### src/rtl/map_dec_pkg.sv
// Shared MAP decoder types: trellis-step sequencer state encoding and direction constants.
package map_dec_pkg;

  typedef enum logic [1:0] {
    IDLE = 2'd0,
    PRE  = 2'd1,
    LOOP = 2'd2,
    DONE = 2'd3
  } map_step_state_t;

  localparam logic MAP_DIR_FWD = 1'b0;
  localparam logic MAP_DIR_BWD = 1'b1;

endpackage

### src/rtl/map_step_seq.sv
// Trellis-step sequencer for the MAP alpha/beta recursions: prologue, then NUM_WIN windows.
// Define MAP_STEP_ABORT_EN to let abort drop an active frame back to IDLE.
module map_step_seq
  import map_dec_pkg::*;
#(
  parameter int PRE_STEPS = 2,
  parameter int LOOP_LEN  = 4,
  parameter int NUM_WIN   = 3,
  parameter int CNT_W     = 4,
  parameter int WIN_W     = 4
) (
  input  logic             clk,
  input  logic             rst,
  input  logic             start,
  input  logic             dir,
  input  logic             en,
  input  logic             abort,
  output logic [CNT_W-1:0] step,
  output logic [WIN_W-1:0] win_cnt,
  output logic             busy,
  output logic             win_done,
  output logic             done
);

  localparam logic [CNT_W-1:0] LOOP_FIRST = CNT_W'(PRE_STEPS);
  localparam logic [CNT_W-1:0] LOOP_LAST  = CNT_W'(PRE_STEPS + LOOP_LEN - 1);
  localparam logic [CNT_W-1:0] PRE_LAST   = CNT_W'((PRE_STEPS > 0) ? PRE_STEPS - 1 : 0);
  localparam logic [WIN_W-1:0] WIN_LAST   = WIN_W'(NUM_WIN);

  if (PRE_STEPS < 0) begin : g_pre_chk
    $error("map_step_seq: PRE_STEPS must be >= 0");
  end
  if (LOOP_LEN < 1) begin : g_loop_chk
    $error("map_step_seq: LOOP_LEN must be >= 1");
  end
  if (NUM_WIN < 1) begin : g_win_chk
    $error("map_step_seq: NUM_WIN must be >= 1");
  end
  if ((2 ** CNT_W) < (PRE_STEPS + LOOP_LEN)) begin : g_cnt_w_chk
    $error("map_step_seq: CNT_W too narrow for PRE_STEPS+LOOP_LEN");
  end
  if ((2 ** WIN_W) <= NUM_WIN) begin : g_win_w_chk
    $error("map_step_seq: WIN_W too narrow for NUM_WIN");
  end

  map_step_state_t  state_q, state_d;
  logic [CNT_W-1:0] step_q, step_d;
  logic [WIN_W-1:0] win_cnt_q, win_cnt_d;
  logic             dir_q, dir_d;
  logic             busy_q, busy_d;
  logic             win_done_q, win_done_d;
  logic             done_q, done_d;
  logic             abort_act;

`ifdef MAP_STEP_ABORT_EN
  assign abort_act = abort;
`else
  assign abort_act = abort & 1'b0;
`endif

  // Forward windows enter at the low index and exit at the high one; backward is mirrored.
  function automatic logic [CNT_W-1:0] loop_entry(input logic d);
    return (d == MAP_DIR_BWD) ? LOOP_LAST : LOOP_FIRST;
  endfunction

  function automatic logic [CNT_W-1:0] loop_exit(input logic d);
    return (d == MAP_DIR_BWD) ? LOOP_FIRST : LOOP_LAST;
  endfunction

  // Next-state and next-output computation.
  always_comb begin
    state_d    = state_q;
    step_d     = step_q;
    win_cnt_d  = win_cnt_q;
    dir_d      = dir_q;
    win_done_d = 1'b0;
    case (state_q)
      IDLE, DONE: begin
        if (start) begin
          dir_d     = dir;
          win_cnt_d = {WIN_W{1'b0}};
          if (PRE_STEPS == 0) begin
            state_d = LOOP;
            step_d  = loop_entry(dir);
          end else begin
            state_d = PRE;
            step_d  = {CNT_W{1'b0}};
          end
        end else if (state_q == DONE) begin
          state_d = IDLE;
          step_d  = {CNT_W{1'b0}};
        end else begin
          state_d = IDLE;
        end
      end
      PRE, LOOP: begin
        if (abort_act) begin
          state_d   = IDLE;
          step_d    = {CNT_W{1'b0}};
          win_cnt_d = {WIN_W{1'b0}};
        end else if (!en) begin
          state_d = state_q;
        end else if (state_q == PRE) begin
          if (step_q == PRE_LAST) begin
            state_d = LOOP;
            step_d  = loop_entry(dir_q);
          end else begin
            step_d = step_q + CNT_W'(1);
          end
        end else if (step_q == loop_exit(dir_q)) begin
          win_cnt_d  = win_cnt_q + WIN_W'(1);
          win_done_d = 1'b1;
          // Last window: step keeps its final index through DONE.
          if ((win_cnt_q + WIN_W'(1)) == WIN_LAST) begin
            state_d = DONE;
          end else begin
            step_d = loop_entry(dir_q);
          end
        end else if (dir_q == MAP_DIR_BWD) begin
          step_d = step_q - CNT_W'(1);
        end else begin
          step_d = step_q + CNT_W'(1);
        end
      end
      default: begin
        state_d   = IDLE;
        step_d    = {CNT_W{1'b0}};
        win_cnt_d = {WIN_W{1'b0}};
      end
    endcase
    busy_d = (state_d == PRE) || (state_d == LOOP);
    done_d = (state_d == DONE) && (state_q != DONE);
  end

  // State and output registers.
  always_ff @(posedge clk) begin
    if (rst) begin
      state_q    <= IDLE;
      step_q     <= {CNT_W{1'b0}};
      win_cnt_q  <= {WIN_W{1'b0}};
      dir_q      <= MAP_DIR_FWD;
      busy_q     <= 1'b0;
      win_done_q <= 1'b0;
      done_q     <= 1'b0;
    end else begin
      state_q    <= state_d;
      step_q     <= step_d;
      win_cnt_q  <= win_cnt_d;
      dir_q      <= dir_d;
      busy_q     <= busy_d;
      win_done_q <= win_done_d;
      done_q     <= done_d;
    end
  end

  assign step     = step_q;
  assign win_cnt  = win_cnt_q;
  assign busy     = busy_q;
  assign win_done = win_done_q;
  assign done     = done_q;

endmodule

### config.mk
export PLATFORM = sky130hd
export DESIGN_NAME = map_step_seq
export DESIGN_NICKNAME = d
export VERILOG_FILES = /design/src/rtl/map_dec_pkg.sv /design/src/rtl/map_step_seq.sv
export SDC_FILE = /design/constraint.sdc
export NUM_CORES = 1
export LEC_CHECK = 0
export ABC_AREA = 1
export BUFFER_PORTS_ARGS = -buffer_cell sky130_fd_sc_hd__buf_2
export CAP_MARGIN = 15
export CELL_PAD_IN_SITES_DETAIL_PLACEMENT = 0
export CELL_PAD_IN_SITES_GLOBAL_PLACEMENT = 1
export CORE_MARGIN = 2
export CORE_UTILIZATION = 35
export CTS_CLUSTER_DIAMETER = 100
export CTS_CLUSTER_SIZE = 8
export DETAILED_ROUTE_END_ITERATION = 12
export GPL_ROUTABILITY_DRIVEN = 0
export PLACE_DENSITY_LB_ADDON = 0.1
export REMOVE_ABC_BUFFERS = 1
export SLEW_MARGIN = 10
export SYNTH_ARGS = -nofsm -noshare
export SYNTH_HDL_FRONTEND = slang
export SYNTH_SLANG_ARGS = --single-unit
### constraint.sdc
create_clock -name clk -period 1.48 [get_ports clk]
set_input_delay 0.074 -clock clk [delete_from_list [all_inputs] [get_ports clk]]
set_output_delay 0.074 -clock clk [all_outputs]
set_load 0.1 [all_outputs]
==> metrics <==
run status finished with violations; failing checks setup timing; GR met2 Demand/Resource 35.08%; post-synthesis sequential area ratio 26.67%; Slowest cell on crit path dfxtp_4; Die W 58.80 um; DR iter-0 viols 45; critical path class register to register; CP max stage delay 0.37 ns; register area 296.5 um2; Crit path max-delay family simple AND/OR/NAND/NOR gates; Place WS -0.1953 ns; CTS root buf clkbuf_4; CP Buf/Inv Count 2; Syn. warnings 0; GRT overflow 0; most common cell after layout, fill and taps aside nand2_1; Max Fanout on Critical Path 4; Avg Cell Area, Syn 6.569 um2; H-Tree Depth 1; Layout area overhead 50.36%; number of antenna violations at the first check in global routing 0; starting density of the core 37.47%; nets 231; chip height 58.80 um; critical-path cell list ha_4, inv_2, nand2_2, nand2_2, nor2_2, and2_1, nand2_1, nand2_1, nand2_1, nand2_2, ha_4, inv_2, nor2_2; Pleak 0.8195 nW; Post-DP HPWL 2.110 mm; RSZ-0062 raised after global routing true; Hold Vio Cnt, Final 0; vias per inst 4.776; pwr/cell area 796.4 nW/um2; Max IR drop VDD 0.4313 mV; post-route worst setup slack -0.1040 ns; CP Data Required Time 1.70 ns; hold crit path type primary input to register; CP Launch Type register; commonest cells after routing, fill and taps aside nand2_1 (47), buf_4 (36), buf_2 (15), inv_2 (11), inv_1 (11); met1 Use GR 20.67%; layout cells sized above 1 50.70%; Sink Count 14; final setup fails 10; die area 3457 um2; Core ar. 2805 um2; cts bufs inserted 3; # diodes 0; first-pass GRT wire length 4.892 mm; Max Fclk 631.3 MHz; Yosys reg bits 14; Max-cap violations 0; clock-pin slew on the worst setup and hold paths 0.08 ns; Worst Path Arrival 1.81 ns; Area contributors post-synth dfxtp_1 (27%), nand2_1 (19%), ha_1 (9.5%); crit path capture type register; Final Cycle Share 107.0%; Cell Area, Placed 1356 um2; IO Port Bufs 15; post-synth top area share 26.67%; Ports 17; Site Rows 19; Mapped Cells 160; Min Hold Slack 0.009954 ns; largest net degree at the start of global routing 10; hold-fix buffers at CTS 0; Routed WL 2.831 mm; synthesized area 1051 um2; WL/cell 11.51 um; clock period minus worst slack 1.584 ns; GR Util All Layers 18.26%; final instance area 1580 um2; Slew headroom 67.65%; post-route ant nets 0; Clock Tree Buf Depth 2; grt met3 use 1.978%; via count 1,175; fin. max-slew vios 0; distinct cell type count after synthesis 26; worst slew pin tran 0.4886 ns; drt pass-1 iters 4; Setup Skew 0.001040 ns; vias in the first global route 1,141; Yosys top cell by area dfxtp_1; GRT Max-Usage Layer met2; CTS tree built; multi-input logic area 760.7 um2; DRC 0; Clock Latency Late Sink 0.27 ns; fillers 271
-- metal layers --
metal / vias up / wire [um] / part of all wire [%]
met2: 19 / 1505 / 53
met3: 6 / 84 / 3.0
li1: 622 / - / -
met1: 528 / 1186 / 42
met5: - / 0 / 0
met4: 0 / 55 / 1.9
-- sequential cells by signal, indices dropped and copies added (netlist names) --
signal	cells
win_done	1
dir_q	1
done	1
step	4
state_q	2
busy	1
win_cnt	4
-- Yosys cell counts, drive strengths merged --
cell type  number
o21bai          2
nand3           9
buf             1
nor2           20
dfxtp          14
nand2          57
a21oi          10
nand4           4
inv            23
ha              8
a21boi          1
nor4            1
o21ai           6
nor3            2
and2            1
or2             1
-- cell type report --
class | count | area share [%]
Timing Repair Buffer | 53 | 23.28
Inverter | 23 | 5.938
Multi-Input combinational cell | 122 | 48.14
Clock buffer | 3 | 1.425
Tap cell | 31 | 2.454
Sequential cell | 14 | 18.76
-- stage by stage --
stage,util (%),power (mW),setup TNS (ns),instances
after global routing,56.33,1.352,-1.414,246
after global placement,48.35,0.9685,-1.267,232
after detailed placement,48.35,0.9717,-1.424,232
after floorplan,-,0.8146,-7.208,159
final,56.33,1.259,-0.5535,246
after CTS,54.15,1.241,-0.3960,243
-- worst paths after layout --
kind / startpoint / end / slack (ns) / cells past startpoint
worst max-delay path: win_cnt[1]$_SDFFE_PP0P_ / busy$_SDFF_PP0_ / -0.10 / 13
worst min-delay path: rst / busy$_SDFF_PP0_ / 0.01 / 2
worst max register to register: win_cnt[1]$_SDFFE_PP0P_ / busy$_SDFF_PP0_ / -0.10 / 13
worst min register to register: win_cnt[0]$_SDFFE_PP0P_ / win_cnt[0]$_SDFFE_PP0P_ / 0.51 / 2
-- power by group --
| group | switching (mW) | internal (mW) | total [mW] |
|---|---|---|---|
| combinational | 0.390 | 0.219 | 0.609 |
| sequential | 0.0290 | 0.404 | 0.433 |
| clock | 0.122 | 0.0943 | 0.216 |
-- cells by family after synthesis --
family | share of synthesized area [%]
adder cells (fa/ha/maj) | 9.524
AND/OR/NAND/NOR | 43.22
flip-flops | 26.67
buffers and inverters | 9.762
AO/OA/AOI/OAI | 10.83
-- timing repair --
item / in CTS / in global routing
pin swaps: 6 / 15
resized for setup: 24 / 16
setup endpoints to repair: 10 / 11
buffers inserted: 8 / 3
No activity file was read; power rests on OpenSTA's default activity.
